File: src/rtl/parking_entry_terminal_pkg.sv
// Shared types and constants for the parking entry terminal.
//   state_e   : terminal FSM states (3-bit encoding)
//   DIGIT_W   : width of one BCD keypad digit
//   NUM_DIGITS: digits per access code
//   CODE_W    : width of the assembled code
//   BCD_MAX   : largest legal keypad digit
package parking_entry_terminal_pkg;

   localparam int DIGIT_W    = 4;
   localparam int NUM_DIGITS = 4;
   localparam int CODE_W     = DIGIT_W * NUM_DIGITS;
   localparam int BCD_MAX    = 9;

   typedef enum logic [2:0] {
      ST_IDLE      = 3'd0,
      ST_COLLECT   = 3'd1,
      ST_SUBMIT    = 3'd2,
      ST_WAIT_RESP = 3'd3,
      ST_OPENING   = 3'd4,
      ST_OPEN      = 3'd5,
      ST_CLOSING   = 3'd6,
      ST_LOCKED    = 3'd7
   } state_e;

   function automatic logic is_bcd(input logic [DIGIT_W-1:0] d);
      return d <= DIGIT_W'(BCD_MAX);
   endfunction

endpackage

File: src/rtl/parking_entry_terminal_if.sv
// Request/verdict channel between the entry terminal and the parking
// controller.
//   vehicle_arrival : terminal -> controller, one-cycle, code valid
//   code            : terminal -> controller, assembled BCD code
//   vehicle_left    : terminal -> controller, one-cycle, car cleared beam
//   open_gate       : controller -> terminal, code accepted
//   wrong_ping      : controller -> terminal, code rejected
//   close_gate      : controller -> terminal, lower barrier
//   blocked_gate    : controller -> terminal, lockout level
interface parking_entry_terminal_if;
   import parking_entry_terminal_pkg::*;

   logic              vehicle_arrival;
   logic [CODE_W-1:0] code;
   logic              vehicle_left;
   logic              open_gate;
   logic              wrong_ping;
   logic              close_gate;
   logic              blocked_gate;

   modport master (
      output vehicle_arrival, code, vehicle_left,
      input  open_gate, wrong_ping, close_gate, blocked_gate
   );

   modport slave (
      input  vehicle_arrival, code, vehicle_left,
      output open_gate, wrong_ping, close_gate, blocked_gate
   );

endinterface

File: src/rtl/parking_entry_terminal_gate_travel_timer.sv
// Loadable down-counter used for barrier travel time and keypad timeout.
//   i_clk, i_rst : clock, synchronous active-high reset
//   i_load       : load i_load_val (wins over counting)
//   i_load_val   : cycles to run
//   o_busy       : counter non-zero
//   o_done       : last counted cycle (count == 1)
module gate_travel_timer #(
   parameter int W = 4
) (
   input  logic         i_clk,
   input  logic         i_rst,
   input  logic         i_load,
   input  logic [W-1:0] i_load_val,
   output logic         o_busy,
   output logic         o_done
);

   logic [W-1:0] r_cnt;

   always_ff @(posedge i_clk) begin
      if (i_rst)               r_cnt <= '0;
      else if (i_load)         r_cnt <= i_load_val;
      else if (r_cnt != '0)    r_cnt <= r_cnt - W'(1);
   end

   assign o_busy = (r_cnt != '0);
   assign o_done = (r_cnt == W'(1));

endmodule

File: src/rtl/parking_entry_terminal.sv
// Entry-side parking terminal: collects a 4-digit BCD code from the keypad,
// submits it to the controller, drives the barrier motor on the verdict and
// reports when the car has cleared the exit beam.
//   i_clk, i_rst   : clock, synchronous active-high reset
//   i_car_sensor   : entrance loop, high while a car is present
//   i_exit_sensor  : beam past the barrier, high while broken
//   i_key_valid    : one-cycle keypad strobe with i_key_digit
//   ctl_if         : controller request/verdict channel (master side)
//   o_motor_up     : barrier raise drive
//   o_motor_down   : barrier lower drive
//   o_key_error    : one-cycle pulse after a non-BCD digit
module parking_entry_terminal
   import parking_entry_terminal_pkg::*;
#(
   parameter int TRAVEL_CYCLES = 8,
   parameter int KEY_TIMEOUT   = 64
) (
   input  logic                     i_clk,
   input  logic                     i_rst,
   input  logic                     i_car_sensor,
   input  logic                     i_exit_sensor,
   input  logic                     i_key_valid,
   input  logic [DIGIT_W-1:0]       i_key_digit,
   parking_entry_terminal_if.master ctl_if,
   output logic                     o_motor_up,
   output logic                     o_motor_down,
   output logic                     o_key_error
);

   localparam int TW = $clog2(TRAVEL_CYCLES + 1);
   localparam int KW = $clog2(KEY_TIMEOUT + 1);
   localparam int CW = $clog2(NUM_DIGITS + 1);

   state_e            r_state, w_next;
   logic [CODE_W-1:0] r_sr, r_code;
   logic [CW-1:0]     r_cnt;
   logic              r_arrival, r_left, r_key_err;
   logic              r_gap;        // dead cycle between motor_down and motor_up
   logic              r_closed;     // barrier known fully down
   logic              r_seen_beam, r_left_done;
   logic              w_trav_load, w_trav_done, w_trav_busy;
   logic              w_key_load, w_key_done, w_key_busy;
   logic              w_unused_busy;
   logic              w_lock, w_digit_ok, w_key_bad;

   assign w_lock     = ctl_if.blocked_gate;
   assign w_digit_ok = i_key_valid &&  is_bcd(i_key_digit);
   assign w_key_bad  = i_key_valid && !is_bcd(i_key_digit);

   gate_travel_timer #(.W(TW)) u_travel_tmr (
      .i_clk(i_clk), .i_rst(i_rst), .i_load(w_trav_load),
      .i_load_val(TW'(TRAVEL_CYCLES)), .o_busy(w_trav_busy), .o_done(w_trav_done)
   );

   gate_travel_timer #(.W(KW)) u_key_tmr (
      .i_clk(i_clk), .i_rst(i_rst), .i_load(w_key_load),
      .i_load_val(KW'(KEY_TIMEOUT)), .o_busy(w_key_busy), .o_done(w_key_done)
   );

   assign w_unused_busy = w_trav_busy | w_key_busy;

   always_comb begin
      w_next      = r_state;
      w_trav_load = 1'b0;
      w_key_load  = 1'b0;
      if (w_lock) begin
         w_next = ST_LOCKED;
      end else begin
         case (r_state)
            ST_IDLE: if (i_car_sensor) begin
               w_next     = ST_COLLECT;
               w_key_load = 1'b1;
            end
            ST_COLLECT: begin
               if (!i_car_sensor) begin
                  w_next = ST_IDLE;
               end else if (i_key_valid) begin
                  w_key_load = 1'b1;
                  if (w_digit_ok && r_cnt == CW'(NUM_DIGITS - 1)) w_next = ST_SUBMIT;
               end else if (w_key_done) begin
                  w_next = ST_IDLE;
               end
            end
            ST_SUBMIT: w_next = ST_WAIT_RESP;
            // Reject wins when both verdicts arrive together.
            ST_WAIT_RESP: begin
               if (ctl_if.wrong_ping) begin
                  w_next     = ST_COLLECT;
                  w_key_load = 1'b1;
               end else if (ctl_if.open_gate) begin
                  w_next      = ST_OPENING;
                  w_trav_load = 1'b1;
               end
            end
            // After a reversal the travel timer is reloaded once the dead
            // cycle has passed, so the raise still gets a full travel.
            ST_OPENING: begin
               if (r_gap)            w_trav_load = 1'b1;
               else if (w_trav_done) w_next = ST_OPEN;
            end
            ST_OPEN: if (r_left_done && ctl_if.close_gate) begin
               w_next      = ST_CLOSING;
               w_trav_load = 1'b1;
            end
            ST_CLOSING: begin
               if (i_exit_sensor)    w_next = ST_OPENING;
               else if (w_trav_done) w_next = ST_IDLE;
            end
            ST_LOCKED: begin
               if (r_closed) begin
                  w_next = ST_IDLE;
               end else begin
                  w_next      = ST_CLOSING;
                  w_trav_load = 1'b1;
               end
            end
            default: w_next = ST_IDLE;
         endcase
      end
   end

   always_ff @(posedge i_clk) begin
      if (i_rst) begin
         r_state     <= ST_IDLE;
         r_sr        <= '0;
         r_code      <= '0;
         r_cnt       <= '0;
         r_arrival   <= 1'b0;
         r_left      <= 1'b0;
         r_key_err   <= 1'b0;
         r_gap       <= 1'b0;
         r_closed    <= 1'b1;
         r_seen_beam <= 1'b0;
         r_left_done <= 1'b0;
      end else begin
         r_state   <= w_next;
         r_arrival <= (r_state == ST_SUBMIT) && !w_lock;
         r_key_err <= (r_state == ST_COLLECT) && i_car_sensor && w_key_bad && !w_lock;
         r_gap     <= (r_state == ST_CLOSING) && (w_next == ST_OPENING);

         if (r_state == ST_SUBMIT && !w_lock) r_code <= r_sr;

         if (r_state == ST_COLLECT && i_car_sensor && !w_lock && w_digit_ok) begin
            r_sr  <= {r_sr[CODE_W-DIGIT_W-1:0], i_key_digit};
            r_cnt <= r_cnt + CW'(1);
         end else if ((w_next == ST_COLLECT && r_state != ST_COLLECT) ||
                      (r_state == ST_COLLECT && w_next == ST_IDLE)) begin
            r_sr  <= '0;
            r_cnt <= '0;
         end

         if (w_next == ST_OPENING)                             r_closed <= 1'b0;
         else if (r_state == ST_CLOSING && w_next == ST_IDLE)  r_closed <= 1'b1;

         // Beam must be seen high then low before the car counts as gone.
         r_left <= (r_state == ST_OPEN) && r_seen_beam && !i_exit_sensor &&
                   !r_left_done && !w_lock;
         if (r_state != ST_OPEN) begin
            r_seen_beam <= 1'b0;
            r_left_done <= 1'b0;
         end else if (i_exit_sensor) begin
            r_seen_beam <= 1'b1;
         end else if (r_seen_beam) begin
            r_left_done <= 1'b1;
         end
      end
   end

   assign o_motor_up             = (r_state == ST_OPENING) && !r_gap;
   assign o_motor_down           = (r_state == ST_CLOSING);
   assign o_key_error            = r_key_err;
   assign ctl_if.vehicle_arrival = r_arrival;
   assign ctl_if.code            = r_code;
   assign ctl_if.vehicle_left    = r_left;

endmodule

File: src/flat_wrapper.sv
// flat-port wrapper written by rule: the top's interface ports become plain ports
module parking_entry_terminal_flat import parking_entry_terminal_pkg::*;
#(
   parameter int TRAVEL_CYCLES = 8,
   parameter int KEY_TIMEOUT   = 64
)
  (i_clk, i_rst, i_car_sensor, i_exit_sensor, i_key_valid, i_key_digit, o_motor_up, o_motor_down, o_key_error, ctl_if_vehicle_arrival, ctl_if_code, ctl_if_vehicle_left, ctl_if_open_gate, ctl_if_wrong_ping, ctl_if_close_gate, ctl_if_blocked_gate);
  parking_entry_terminal_if ctl_if_i ();
  input  logic i_clk;
  input  logic i_rst;
  input  logic i_car_sensor;
  input  logic i_exit_sensor;
  input  logic i_key_valid;
  input  logic [DIGIT_W-1:0] i_key_digit;
  output logic o_motor_up;
  output logic o_motor_down;
  output logic o_key_error;
  output wire logic [$bits(ctl_if_i.vehicle_arrival)-1:0] ctl_if_vehicle_arrival;
  output wire logic [$bits(ctl_if_i.code)-1:0] ctl_if_code;
  output wire logic [$bits(ctl_if_i.vehicle_left)-1:0] ctl_if_vehicle_left;
  input wire logic [$bits(ctl_if_i.open_gate)-1:0] ctl_if_open_gate;
  input wire logic [$bits(ctl_if_i.wrong_ping)-1:0] ctl_if_wrong_ping;
  input wire logic [$bits(ctl_if_i.close_gate)-1:0] ctl_if_close_gate;
  input wire logic [$bits(ctl_if_i.blocked_gate)-1:0] ctl_if_blocked_gate;
  assign ctl_if_vehicle_arrival = ctl_if_i.vehicle_arrival;
  assign ctl_if_code = ctl_if_i.code;
  assign ctl_if_vehicle_left = ctl_if_i.vehicle_left;
  assign ctl_if_i.open_gate = ctl_if_open_gate;
  assign ctl_if_i.wrong_ping = ctl_if_wrong_ping;
  assign ctl_if_i.close_gate = ctl_if_close_gate;
  assign ctl_if_i.blocked_gate = ctl_if_blocked_gate;
  parking_entry_terminal #(.TRAVEL_CYCLES(TRAVEL_CYCLES), .KEY_TIMEOUT(KEY_TIMEOUT)) u_core (.i_clk(i_clk), .i_rst(i_rst), .i_car_sensor(i_car_sensor), .i_exit_sensor(i_exit_sensor), .i_key_valid(i_key_valid), .i_key_digit(i_key_digit), .ctl_if(ctl_if_i), .o_motor_up(o_motor_up), .o_motor_down(o_motor_down), .o_key_error(o_key_error));
endmodule
File: config.mk
export PLATFORM = sky130hd
export DESIGN_NAME = parking_entry_terminal_flat
export DESIGN_NICKNAME = d
export VERILOG_FILES = /design/src/rtl/parking_entry_terminal_pkg.sv /design/src/rtl/parking_entry_terminal_if.sv /design/src/rtl/parking_entry_terminal_gate_travel_timer.sv /design/src/rtl/parking_entry_terminal.sv /design/src/flat_wrapper.sv
export SDC_FILE = /design/constraint.sdc
export NUM_CORES = 1
export LEC_CHECK = 0
export CAP_MARGIN = 20
export CORE_UTILIZATION = 48
export CTS_CLUSTER_SIZE = 8
export DETAILED_ROUTE_END_ITERATION = 8
export PLACE_DENSITY_LB_ADDON = 0.3
export SLEW_MARGIN = 10
export SYNTH_ARGS = -nofsm -noshare
export SYNTH_HDL_FRONTEND = slang
export SYNTH_SLANG_ARGS = --single-unit
File: constraint.sdc
create_clock -name i_clk -period 2.25 [get_ports i_clk]
set_input_delay 0.45 -clock i_clk [delete_from_list [all_inputs] [get_ports i_clk]]
set_output_delay 0.45 -clock i_clk [all_outputs]
set_load 0.05 [all_outputs]
==> flow_summary.json <==
{
  "synth_cells": 257,
  "vias_per_cell": 5.44,
  "rr_startpoint": "u_core.u_travel_tmr.r_cnt[1]",
  "critPathMostFrequentCell": "a22o_1",
  "drv_cap": 0,
  "dieWidth_um": 71.8,
  "worstPathMaxFanout": 5,
  "synth_area_leaders": "dfxtp_1, a22o_1, nand2_1, a21oi_1, ha_1",
  "clk_pin_slew_ns": 0.10,
  "grt_pass1_wl_mm": 8.44,
  "seq_area_frac_synth": 0.479,
  "maxSlewViolCount": 0,
  "worst_pin_slew_ns": 0.555,
  "cellLeakagePower_nw": 1.16,
  "grt_busiest_layer": "met2",
  "vdd_drop_max_v": 0.000566,
  "drtAntennaViolNets": 0,
  "nets": 331,
  "grtUsageMet3": 0.0338,
  "whs_ns": 0.461,
  "core_sq_um": 4690,
  "netlist_area_sq_um": 2340,
  "drc": 0,
  "drive_gt1_frac": 0.176,
  "critPathMaxStageDelay_ns": 0.50,
  "arrival_ns": 2.36,
  "fp.dieH_um": 71.8,
  "rrSetupSlack_ns": 0.09,
  "place_area_sq_um": 2880,
  "met2_usage": 0.331,
  "fin_area_sq_um": 3050,
  "cts_buffer_depth": 2,
  "port-buffer-count": 33,
  "place_hpwl_mm": 3.64,
  "routed_wl_mm": 4.99,
  "die_area_sq_um": 5160,
  "gp_congestion": 0.847,
  "relSlewSlack": 0.630,
  "multiInputGateArea_sq_um": 1200,
  "setup_viol_count_final": 0,
  "synth.top_cell.area_share": 0.479,
  "ios": 34,
  "cts_buffers": 5,
  "seqCellArea_sq_um": 1120,
  "grt_use_total": 0.206,
  "crit_chain": "clkdlybuf4s50_1 -> nand2_1 -> a22o_1 -> a221oi_4 -> mux2i_2 -> a211oi_4 -> buf_4 -> a22o_1",
  "synth_edf_count": 0,
  "outcome": "finished, final reports clean",
  "met1_usage": 0.288,
  "async_reset_ff_frac": 0,
  "startpoint_type": "input port",
  "start_util": 0.499,
  "syn_area_per_cell_sq_um": 9.10,
  "grt_pass1_vias": 1882,
  "hp-start": "u_core.ctl_if.code[3]",
  "dr_total_vias": 1990,
  "antenna_found_initial": 0,
  "critPathKind": "in -> reg",
  "hold_viol": 0,
  "grt_overflow": 0,
  "yosysUniqueCellTypes": 46,
  "cp_slowest_cell": "clkdlybuf4s50_1",
  "rsz0062_at_grt": "yes",
  "yosysTopAreaCell": "dfxtp_1",
  "cts_max_level": 2,
  "p_per_area_nw_per_um2": 819,
  "crit_start": "ctl_if_open_gate",
  "first_pass_iters": 4,
  "hold_class": "reg -> reg",
  "fin_crit_ns": 2.17,
  "required_ns": 2.45,
  "ys_ff_latch": 56,
  "wl_per_cell_um": 13.6,
  "period_share": 0.962,
  "rows": 25,
  "tritoncts": "done",
  "drt-initial-drc-count": 110,
  "yosys_warnings": 0,
  "setup.worst_path.end_class": "flop",
  "syn_to_final_growth_pct": 30.5,
  "finClkSkew_ns": 0.00672,
  "post_cts_buffers": 0,
  "synth_nets": 277,
  "fillers": 398,
  "cts-root-buf": "clkbuf_8",
  "cts_sinks": 56,
  "synthFlopType": "dfxtp_1",
  "grt_max_degree": 19,
  "clk_latency_ns": 0.30,
  "diodes": 0,
  "clock.fmax_ghz": 0.462
}
-- state kept, by name, summed over array words and instances (netlist names), 3 cells and up --
| signal | cells |
|---|---|
| u_core.r_cnt | 3 |
| u_core.r_sr | 16 |
| u_core.ctl_if.code | 16 |
| u_core.u_key_tmr.r_cnt | 7 |
| u_core.u_travel_tmr.r_cnt | 4 |
| u_core.r_state | 3 |
-- per-stage QoR --
stage	cells	worst slack (ns)	total power [W]	utilization	setup TNS, ns
floorplan	257	0.0427	0.00174	-	0
global placement	357	-0.256	0.00191	0.613	-4.62
detailed placement	357	-0.281	0.00194	0.613	-4.79
CTS	365	0.00219	0.00248	0.633	0
global route	366	-0.0227	0.00267	0.651	-0.0324
finish	366	0.0847	0.00250	0.651	0
-- cells by family (layout without fill, tap and decap cells) --
family	count (synthesis)	count (layout)	share of synthesized area
simple gates	102	102	0.212
compound gates	62	62	0.197
flops	56	56	0.479
buf+inv	22	77	0.0428
fa+ha+maj	7	7	0.0374
xor+xnor	6	6	0.0225
mux	2	2	0.00909
-- final timing paths --
check,endpoint,cells past startpoint
max,u_core.r_sr[2],8
min,u_core.ctl_if.code[3],2
max reg2reg,u_core.r_sr[2],9
min reg2reg,u_core.ctl_if.code[3],2
-- routing by layer --
| metal | up-vias | wire, um |
|---|---|---|
| li1 | 1008 | - |
| met1 | 945 | 2450 |
| met2 | 33 | 2350 |
| met3 | 4 | 145 |
| met4 | 0 | 36 |
| met5 | - | 0 |
-- cell usage in the layout, fill, tap and decap left out, types with 3 or more instances in the layout --
| cell type | instances |
|---|---|
| clkbuf_8 | 5 |
| nor3_1 | 6 |
| dfxtp_1 | 54 |
| xnor2_1 | 4 |
| inv_1 | 11 |
| or3_1 | 3 |
| nand2b_1 | 8 |
| nor2_1 | 20 |
| buf_4 | 24 |
| ha_1 | 7 |
| nand2_1 | 38 |
| buf_6 | 3 |
| nand3_1 | 4 |
| clkdlybuf4s50_1 | 30 |
| a21oi_1 | 23 |
| a22o_1 | 19 |
| o21a_1 | 3 |
-- timing repair --
| item | CTS | global route |
|---|---|---|
| pin swaps | 0 | 3 |
| gates resized for setup | 1 | 20 |
| hold buffers | 0 | 0 |
| gates cloned | 0 | 1 |
| setup endpoints to repair | 17 | 19 |
-- critical path, delay by kind of cell --
family,cells,cell delay [ns]
AO/OA/AOI/OAI,4,0.88
buffers and inverters,2,0.66
multiplexers,1,0.30
AND/OR/NAND/NOR,1,0.07
-- final cells by class --
| class | count | share of cell area |
|---|---|---|
| inverter | 11 | 0.0135 |
| multi-input combinational | 179 | 0.394 |
| tap | 54 | 0.0221 |
| clock buffer | 5 | 0.0225 |
| timing repair buffer | 58 | 0.173 |
| clock inverter | 3 | 0.00697 |
| sequential | 56 | 0.368 |
-- cells in the mapped netlist (2+ instances only) --
master    number
a21oi_1       23
a221oi_1       2
a22o_1        19
a31oi_1        2
and3_1         2
buf_2          2
buf_6          2
clkbuf_1       7
dfxtp_1       56
ha_1           7
inv_1         11
nand2_1       38
nand2b_1       8
nand3_1        4
nand3b_1       2
nor2_1        22
nor3_1         9
nor3b_1        2
o21a_1         3
o21ai_0        2
o22ai_1        2
or2_2          2
or3_1          3
xnor2_1        4
xor2_1         2
-- where the power goes --
group	leakage (nW)	internal (W)	switching, W
sequential	0.455	0.00109	0.0000901
combinational	0.663	0.000369	0.000401
clock	0.0445	0.000222	0.000329
total	1.16	0.00168	0.000820
Note: power is estimated with default switching activity, not from simulation.
